**config.mk**
```make
export PLATFORM = sky130hd
export DESIGN_NAME = mem_ctrl_icache
export DESIGN_NICKNAME = d
export VERILOG_FILES = /design/src/rtl/mem_ctrl_icache.sv
export SDC_FILE = /design/constraint.sdc
export NUM_CORES = 2
export LEC_CHECK = 0
export ABC_CLOCK_PERIOD_IN_PS = 49000
export BUFFER_PORTS_ARGS = -buffer_cell sky130_fd_sc_hd__buf_2
export CORE_UTILIZATION = 56
export CTS_CLUSTER_DIAMETER = 50
export DETAILED_ROUTE_END_ITERATION = 10
export HOLD_SLACK_MARGIN = 0.05
export PLACE_DENSITY = 0.81
export SLEW_MARGIN = 5
export SYNTH_ARGS = -nofsm -noshare
export SYNTH_HDL_FRONTEND = slang
export SYNTH_SLANG_ARGS = --single-unit
```
**constraint.sdc**
```tcl
create_clock -name clk -period 49 [get_ports clk]
set_input_delay 9.8 -clock clk [delete_from_list [all_inputs] [get_ports clk]]
set_output_delay 9.8 -clock clk [all_outputs]
set_load 0.005 [all_outputs]
```
**src/rtl/mem_ctrl_icache.sv**
```systemverilog
// mem_ctrl_icache: byte-wide memory controller arbitrating instruction fetch
// and load/store traffic, with a direct-mapped one-word-per-line I-cache.
//
// Ports:
//   clk, rst            clock, async active-high reset
//   rdy                 global enable (0 = freeze all state, no writes)
//   rob_clear           pipeline flush; aborts in-flight fetch/load
//   mem_din/mem_dout    byte read (one cycle after mem_a) / byte write data
//   mem_a, mem_wr       byte address and write strobe (combinational)
//   io_buffer_full      UART back-pressure for stores to 0x3xxxx
//   if_*                fetch request / registered one-cycle response
//   ls_*                load/store request, accept strobe, registered response
module mem_ctrl_icache #(
  parameter int ICACHE_IDX_W = 4,
  parameter int MEM_ADDR_W   = 18   // >= 18: bits [17:16] select the UART window
) (
  input  logic        clk,
  input  logic        rst,
  input  logic        rdy,
  input  logic        rob_clear,
  input  logic [7:0]  mem_din,
  output logic [7:0]  mem_dout,
  output logic [31:0] mem_a,
  output logic        mem_wr,
  input  logic        io_buffer_full,
  input  logic        if_valid,
  input  logic [31:0] if_addr,
  output logic        if_ready,
  output logic [31:0] if_instr,
  output logic [31:0] if_instr_addr,
  input  logic        ls_valid,
  input  logic        ls_is_store,
  input  logic [2:0]  ls_op,
  input  logic [31:0] ls_addr,
  input  logic [31:0] ls_wdata,
  output logic        ls_accept,
  output logic        ls_ready,
  output logic [31:0] ls_rdata
);

  localparam int LINES = 1 << ICACHE_IDX_W;
  localparam int TAG_W = MEM_ADDR_W - ICACHE_IDX_W - 2;

  typedef enum logic [1:0] {S_IDLE, S_FETCH, S_LOAD, S_STORE} state_e;

  state_e                          state_q, state_d;
  logic [MEM_ADDR_W-1:0]           addr_q, addr_d;
  logic [31:0]                     pc_q, pc_d;
  logic [2:0]                      op_q, op_d;
  logic [31:0]                     wdata_q, wdata_d;
  logic [2:0]                      cnt_q, cnt_d;
  logic [31:0]                     buf_q, buf_d;
  logic                            if_ready_q, if_ready_d;
  logic [31:0]                     if_instr_q, if_instr_d;
  logic [31:0]                     if_instr_addr_q, if_instr_addr_d;
  logic                            ls_ready_q, ls_ready_d;
  logic [31:0]                     ls_rdata_q, ls_rdata_d;
  logic [LINES-1:0]                valid_q, valid_d;
  logic [LINES-1:0][TAG_W-1:0]     tag_q, tag_d;
  logic [LINES-1:0][31:0]          data_q, data_d;

  logic [31:0] mem_a_c;
  logic [7:0]  mem_dout_c;
  logic        mem_wr_c;
  logic        ls_accept_c;

  // Byte count of an access; the reserved size encoding 3 behaves as a word.
  function automatic logic [2:0] nbytes(input logic [2:0] op);
    case (op[1:0])
      2'd0:    nbytes = 3'd1;
      2'd1:    nbytes = 3'd2;
      default: nbytes = 3'd4;
    endcase
  endfunction

  function automatic logic [31:0] ld_ext(input logic [2:0] op, input logic [31:0] w);
    case (op[1:0])
      2'd0:    ld_ext = {{24{w[7]  & ~op[2]}}, w[7:0]};
      2'd1:    ld_ext = {{16{w[15] & ~op[2]}}, w[15:0]};
      default: ld_ext = w;
    endcase
  endfunction

  logic [ICACHE_IDX_W-1:0] f_idx, s_idx, q_idx;
  logic [TAG_W-1:0]        f_tag, s_tag, q_tag;
  logic                    f_hit;
  logic [2:0]              n_q;
  logic [MEM_ADDR_W-1:0]   cur_a;
  logic [1:0]              cap_lane;
  logic                    uart_hold;
  logic                    unused_ok;

  assign f_idx     = if_addr[ICACHE_IDX_W+1:2];
  assign f_tag     = if_addr[MEM_ADDR_W-1:ICACHE_IDX_W+2];
  assign s_idx     = ls_addr[ICACHE_IDX_W+1:2];
  assign s_tag     = ls_addr[MEM_ADDR_W-1:ICACHE_IDX_W+2];
  assign q_idx     = addr_q[ICACHE_IDX_W+1:2];
  assign q_tag     = addr_q[MEM_ADDR_W-1:ICACHE_IDX_W+2];
  assign f_hit     = valid_q[f_idx] && (tag_q[f_idx] == f_tag);
  assign n_q       = nbytes(op_q);
  assign cur_a     = addr_q + MEM_ADDR_W'(cnt_q);   // wraps modulo 2^MEM_ADDR_W
  // cnt_q runs one ahead of the byte arriving on mem_din (1-cycle read latency)
  assign cap_lane  = cnt_q[1:0] - 2'd1;
  assign uart_hold = (addr_q[17:16] == 2'b11) && io_buffer_full;
  assign unused_ok = ^ls_addr[31:MEM_ADDR_W];

  always_comb begin
    state_d         = state_q;
    addr_d          = addr_q;
    pc_d            = pc_q;
    op_d            = op_q;
    wdata_d         = wdata_q;
    cnt_d           = cnt_q;
    buf_d           = buf_q;
    if_instr_d      = if_instr_q;
    if_instr_addr_d = if_instr_addr_q;
    ls_rdata_d      = ls_rdata_q;
    valid_d         = valid_q;
    tag_d           = tag_q;
    data_d          = data_q;
    // ready flags are pulses, but like everything else they freeze while rdy=0
    if_ready_d      = rdy ? 1'b0 : if_ready_q;
    ls_ready_d      = rdy ? 1'b0 : ls_ready_q;
    mem_a_c         = '0;
    mem_dout_c      = '0;
    mem_wr_c        = 1'b0;
    ls_accept_c     = 1'b0;

    case (state_q)
      S_IDLE: begin
        // byte 0 of a miss/load goes out in the accept cycle itself
        if (ls_valid)      mem_a_c = 32'(ls_addr[MEM_ADDR_W-1:0]);
        else if (if_valid) mem_a_c = 32'(if_addr[MEM_ADDR_W-1:0]);
        if (rdy) begin
          if (ls_valid) begin
            ls_accept_c = 1'b1;
            addr_d      = ls_addr[MEM_ADDR_W-1:0];
            op_d        = ls_op;
            wdata_d     = ls_wdata;
            buf_d       = '0;
            if (ls_is_store) begin
              state_d = S_STORE;
              cnt_d   = 3'd0;
              // keep the I-cache coherent with self-modifying code
              if (valid_q[s_idx] && (tag_q[s_idx] == s_tag)) valid_d[s_idx] = 1'b0;
            end else begin
              state_d = S_LOAD;
              cnt_d   = 3'd1;
            end
          end else if (if_valid) begin
            if (f_hit) begin
              if_ready_d      = 1'b1;
              if_instr_d      = data_q[f_idx];
              if_instr_addr_d = if_addr;
            end else begin
              state_d = S_FETCH;
              addr_d  = if_addr[MEM_ADDR_W-1:0];
              pc_d    = if_addr;
              cnt_d   = 3'd1;
              buf_d   = '0;
            end
          end
        end
      end

      S_FETCH: begin
        if (cnt_q < 3'd4) mem_a_c = 32'(cur_a);
        if (rdy) begin
          if (rob_clear) begin
            state_d = S_IDLE;
          end else begin
            buf_d[{cap_lane, 3'b000} +: 8] = mem_din;
            cnt_d = cnt_q + 3'd1;
            if (cnt_q == 3'd4) begin
              valid_d[q_idx]  = 1'b1;
              tag_d[q_idx]    = q_tag;
              data_d[q_idx]   = buf_d;
              if_ready_d      = 1'b1;
              if_instr_d      = buf_d;
              if_instr_addr_d = pc_q;
              state_d         = S_IDLE;
            end
          end
        end
      end

      S_LOAD: begin
        if (cnt_q < n_q) mem_a_c = 32'(cur_a);
        if (rdy) begin
          if (rob_clear) begin
            state_d = S_IDLE;
          end else begin
            buf_d[{cap_lane, 3'b000} +: 8] = mem_din;
            cnt_d = cnt_q + 3'd1;
            if (cnt_q == n_q) begin
              ls_ready_d = 1'b1;
              ls_rdata_d = ld_ext(op_q, buf_d);
              state_d    = S_IDLE;
            end
          end
        end
      end

      S_STORE: begin
        // flush never aborts a store: bytes may already be in memory/UART
        mem_a_c    = 32'(cur_a);
        mem_dout_c = wdata_q[{cnt_q[1:0], 3'b000} +: 8];
        if (rdy && !uart_hold) begin
          mem_wr_c = 1'b1;
          cnt_d    = cnt_q + 3'd1;
          if (cnt_q == n_q - 3'd1) begin
            ls_ready_d = 1'b1;
            state_d    = S_IDLE;
          end
        end
      end

      default: state_d = S_IDLE;
    endcase
  end

  always_ff @(posedge clk or posedge rst) begin
    if (rst) begin
      state_q         <= S_IDLE;
      addr_q          <= '0;
      pc_q            <= '0;
      op_q            <= '0;
      wdata_q         <= '0;
      cnt_q           <= '0;
      buf_q           <= '0;
      if_ready_q      <= 1'b0;
      if_instr_q      <= '0;
      if_instr_addr_q <= '0;
      ls_ready_q      <= 1'b0;
      ls_rdata_q      <= '0;
      valid_q         <= '0;
      tag_q           <= '0;
      data_q          <= '0;
    end else begin
      state_q         <= state_d;
      addr_q          <= addr_d;
      pc_q            <= pc_d;
      op_q            <= op_d;
      wdata_q         <= wdata_d;
      cnt_q           <= cnt_d;
      buf_q           <= buf_d;
      if_ready_q      <= if_ready_d;
      if_instr_q      <= if_instr_d;
      if_instr_addr_q <= if_instr_addr_d;
      ls_ready_q      <= ls_ready_d;
      ls_rdata_q      <= ls_rdata_d;
      valid_q         <= valid_d;
      tag_q           <= tag_d;
      data_q          <= data_d;
    end
  end

  // combinational bus outputs are forced quiet while reset is asserted
  assign mem_a         = rst ? 32'd0 : mem_a_c;
  assign mem_dout      = rst ? 8'd0  : mem_dout_c;
  assign mem_wr        = mem_wr_c & ~rst;
  assign ls_accept     = ls_accept_c & ~rst;
  assign if_ready      = if_ready_q;
  assign if_instr      = if_instr_q;
  assign if_instr_addr = if_instr_addr_q;
  assign ls_ready      = ls_ready_q;
  assign ls_rdata      = ls_rdata_q;

endmodule
```
Word-level counts from Yosys, hierarchy flattened

Index checks and enable logic that the tools add are counted.
Widths: inputs -> output; s select.

Equal/unequal tests: 30
Shifts and indexed selects: 3
Muxes and demuxes: 109
Add/sub/neg operators: 5
Bitwise operators: 12
Magnitude comparators: 7
Reduce and logical (&&, ||, !) cells: 23

Operators with widths:

| cell                   | number |
|---|---|
| $mux 32                | 23 |
| $bwmux 512             | 1 |
| $pmux 32 s2            | 4 |
| $bwmux 192             | 1 |
| $bmux 32 s4            | 1 |
| $demux 32 s4           | 1 |
| $pmux 32 s4            | 1 |
| $mux 18                | 7 |
| $mux 16                | 7 |
| $bmux 12 s4            | 2 |
| $demux 12 s4           | 1 |
| $mux 12                | 3 |
| $bwmux 32              | 1 |
| $pmux 16 s2            | 1 |
| $shift 8x7->32 const A | 1 |
| $shiftx 32x6->8        | 1 |
| $shiftx 8x7->32        | 1 |
| $ne 2x2->1 const B     | 15 |
| $mux 1                 | 25 |
| $eq 12x12->1           | 2 |
| $mux 2                 | 12 |
| $mux 3                 | 7 |
| $add 18x3->18          | 1 |
| $and 16x16->16         | 1 |
| 36 further kinds       | 69 |

Word-level logic and storage cells: 234
Output and inout port bits: 140
Register bits: 940

Longest topological paths before layout

Depth after elaboration: 11
Depth in mapped cells: 14
Depth with buffers taken out: 10

Worst setup path before layout

No wires, ideal clock.

Kind: input to output
Start point: input rst
End point: output mem_dout[0]
Arrival time: 39843 ps
Data required time: 39200 ps
Stages on the path: 4
Setup slack: -643 ps
Path through: clkbuf_1 inv_1 clkbuf_1 and3_1

Longest elaborated chain between the ends: 1

RTL lines:

| what            | line | text |
|---|---|---|
| start, declared | 18   | `input logic rst,` |
| $mux 8          | 260  | `assign mem_dout = rst ? 8'd0 : mem_dout_c;` |
| end, declared   | 22   | `output logic [7:0] mem_dout,` |

Every way passes these cells.

Worst setup path after layout

Start point: input ls_valid
End point: output mem_a[11]

Longest elaborated chain between the ends: 3

RTL lines:

| what            | line | text |
|---|---|---|
| start, declared | 31   | `input logic ls_valid,` |
| $mux 18         | 132  | `if (ls_valid) mem_a_c = 32'(ls_addr[MEM_ADDR_W-1:0]);` |
| $pmux 32 s4     | 129  | `case (state_q)` |
| $mux 32         | 259  | `assign mem_a = rst ? 32'd0 : mem_a_c;` |
| end, declared   | 23   | `output logic [31:0] mem_a,` |

Every way passes these cells. The select of a mux whose other input is x is not followed.

==> impl_metrics.yaml <==
floorplan:
  io_pins: 255
  die_area_um2: 80900
  die_h_um: 284
  start_util: 0.566
  rows: 103
  die_x_um: 284
  core_area_um2: 79000
cts:
  htree_levels: 3
  clock_tree.buffer_depth: 3
  clock_sinks: 940
  cts_resized: 0
  cts_tree: "yes"
  post-cts-setup-buffers: 0
  path_clk_slew_ns: 0.05
  numCtsBuffers: 104
  hold_buffers: 0
  clk_latency_ns: 0.68
  root_buffer: "clkbuf_16"
worst_setup_path:
  r2r-end: "if_instr[28]"
  path_cells: "buf_2, inv_1, nand2_1, o21ai_0, nor2_1, buf_2"
  crit_type: "in2out"
  cp_max_fo: 53
  crit_end: "mem_a[11]"
  crit_top_cell: "buf_2"
  r2r_cells: 8
  arrival_ns: 11.83
  slowest_delay_ns: 0.74
  cp-start-kind: "primary input"
  r2r_slack_ns: 44.35
  crit_start: "ls_valid"
  cp-end-kind: "output port"
  r2r_start: "tag_q[114]"
  crit_slowest_cell: "buf_2"
  required_ns: 39.20
min_path:
  hold_path.class: "reg2reg"
detailed_routing:
  drt_first_pass_iters: 6
  totalWireLength_um: 126000
  via_per_inst: 6.47
  antenna_left: 0
  remaining_drc_errors: 0
  drt-initial-drc-count: 3678
  wl_per_cell_um: 24.4
  routed-via-count: 33500
power_and_ir_drop:
  p_leak_nw: 22.7
  seqPwrFrac: 0.421
  power.switching_fraction: 0.318
  p_int_w: 0.00156
  pwr-share-clk: 0.354
  p_per_area_nw_per_um2: 45.7
  switching_power_w: 0.000728
  ir_drop_uv: 37.7
  power_frac_comb: 0.224
  total_power_w: 0.00229
sta:
  max_freq_mhz: 46.2
  max_slew_margin: 0.191
  finalSetupTns_ns: 0
  finalSetupViolations: 0
  skew_ns: 0.0309
  finalHoldViolCount: 0
  finalCritPeriodShare: 0.441
  worst_pin_slew_ns: 1.21
  slew_viol_final: 0
  period_minus_slack_ns: 21.63
  rsz0062_at_grt: "false"
run_status:
  status: "finished clean"
global_routing:
  grt_pass1_wl_um: 198000
  gr-usage-all-layers: 0.318
  grt_pass1_vias: 33600
  antenna_found_initial: 6
  grt_max_degree: 194
  grt_overflow: 0
synth:
  yosysUniqueCellTypes: 73
  synth-edff-count: 0
  syn_inst: 3973
  ys_seq_elements: 940
  postSynthAreaPerCell_um2: 11.2
  ys_seq_area_frac: 0.526
  yosys_most_used_dff: "dfrtp_1"
  async_reset_ff_frac: 1.00
  ys_warn_count: 0
  syn-cell-area_um2: 44700
layout:
  final_core_util: 0.634
  antenna_cells: 0
  fillers: 5846
  drive_above_1_share: 0.221
  area_growth_pct: 12.2
  multi_input_area_um2: 19700
  num-nets-final: 4182
  fin_area_um2: 50100
  seqCellArea_um2: 23500
job:
  cap_viol_max_count: 0
place:
  io_buffers: 226
  place_hpwl_um: 74300
  place_congestion: 1.02
  dpl-instance-area_um2: 46600
-- cells in the mapped netlist (all sizes together), types with 9 or more instances --
library cell | count | share of area
dfrtp | 940 | 0.53
nand2 | 838 | 0.070
o21ai | 639 | 0.072
clkbuf | 260 | 0.022
mux4 | 257 | 0.13
mux2 | 222 | 0.056
nor2 | 103 | 0.0087
buf | 95 | 0.012
a21oi | 86 | 0.0096
mux2i | 75 | 0.017
nor2b | 46 | 0.0064
inv | 45 | 0.0038
o2bb2ai | 36 | 0.0071
xnor2 | 28 | 0.0055
a22oi | 23 | 0.0039
nand3 | 22 | 0.0025
ha | 19 | 0.0053
xor2 | 19 | 0.0037
nor3b | 18 | 0.0035
a31oi | 17 | 0.0024
a22o | 16 | 0.0031
o32a | 16 | 0.0036
and3 | 14 | 0.0020
nor3 | 14 | 0.0016
a211o | 13 | 0.0025
nor4 | 11 | 0.0022
nand4 | 10 | 0.0014
o22ai | 9 | 0.0013
-- cells in the final DEF (no fill, tap or decap), drive strengths merged, types with 59 or more instances in the layout --
cell type / n
mux4: 257
nand2: 838
dfrtp: 940
mux2: 222
inv: 59
a21oi: 86
buf: 309
nor2: 103
mux2i: 75
o21ai: 639
clkbuf: 139
-- per-layer routing --
metal  GRT usage  wire length, um
met1       0.435            48200
met2       0.490            58700
met3      0.0754            13700
met4       0.133             5470
met5           0               57
-- power by group through the flow --
| stage | sequential (W) | combinational (W) | clock [W] |
|---|---|---|---|
| 6_report | 0.000965 | 0.000514 | 0.000812 |
| 2_1_floorplan | 0.000939 | 0.000350 | 0 |
| 4_1_cts | 0.000962 | 0.000508 | 0.000819 |
| 5_1_grt | 0.000978 | 0.000555 | 0.000849 |
| 3_3_place_gp | 0.000969 | 0.000490 | 0 |
| 3_5_place_dp | 0.000974 | 0.000503 | 0 |
-- per-stage QoR --
| stage | worst slack [ns] | cells | hold slack [ns] |
|---|---|---|---|
| after floorplan | 15.39 | 3986 | 0.440 |
| after global placement | 27.49 | 4991 | 0.455 |
| after detailed placement | 27.50 | 4991 | 0.462 |
| after CTS | 27.49 | 5176 | 0.476 |
| after global routing | 27.31 | 5176 | 0.494 |
| final | 27.37 | 5176 | 0.472 |
-- final cells by class --
class	count	area share
Clock buffer	138	0.0587
Clock inverter	47	0.0124
Inverter	48	0.00374
Timing Repair Buffer	310	0.0360
Sequential cell	940	0.469
Multi-Input combinational cell	2643	0.394
Tap cell	1050	0.0262
-- worst max-delay path: cells and delay by family --
kind	cells	cell delay [ns]
AND/OR/NAND/NOR	2	0.60
AO/OA/AOI/OAI	1	0.21
buffers and inverters	3	1.22
-- worst min-delay path by stage --
stage	startpoint	cells past startpoint	slack, ns	endpoint
finish	wdata_q[24]	2	0.47	wdata_q[24]
global route	wdata_q[16]	2	0.49	wdata_q[16]
CTS	wdata_q[25]	2	0.48	wdata_q[25]
detailed placement	wdata_q[8]	2	0.46	wdata_q[8]
global placement	wdata_q[12]	2	0.45	wdata_q[12]
floorplan	wdata_q[16]	2	0.44	wdata_q[16]
-- flip-flops by register name (all words and copies together) (netlist names) --
name           count
if_ready           1
op_q               3
ls_ready           1
if_instr          32
buf_q             32
cnt_q              3
valid_q           16
tag_q            192
ls_rdata          32
data_q           512
if_instr_addr     32
addr_q            18
pc_q              32
wdata_q           32
state_q            2
-- cells by family after synthesis --
logic type,count (synthesis),synth area share
AND/OR/NAND/NOR,1107,0.104
XOR/XNOR,47,0.00921
AO/OA/AOI/OAI,901,0.114
other,1,0.0000839
buffers and inverters,403,0.0379
flip-flops,940,0.526
multiplexers,554,0.202
adder cells (fa/ha/maj),20,0.00577
Note: power is estimated with default switching activity, not from simulation.
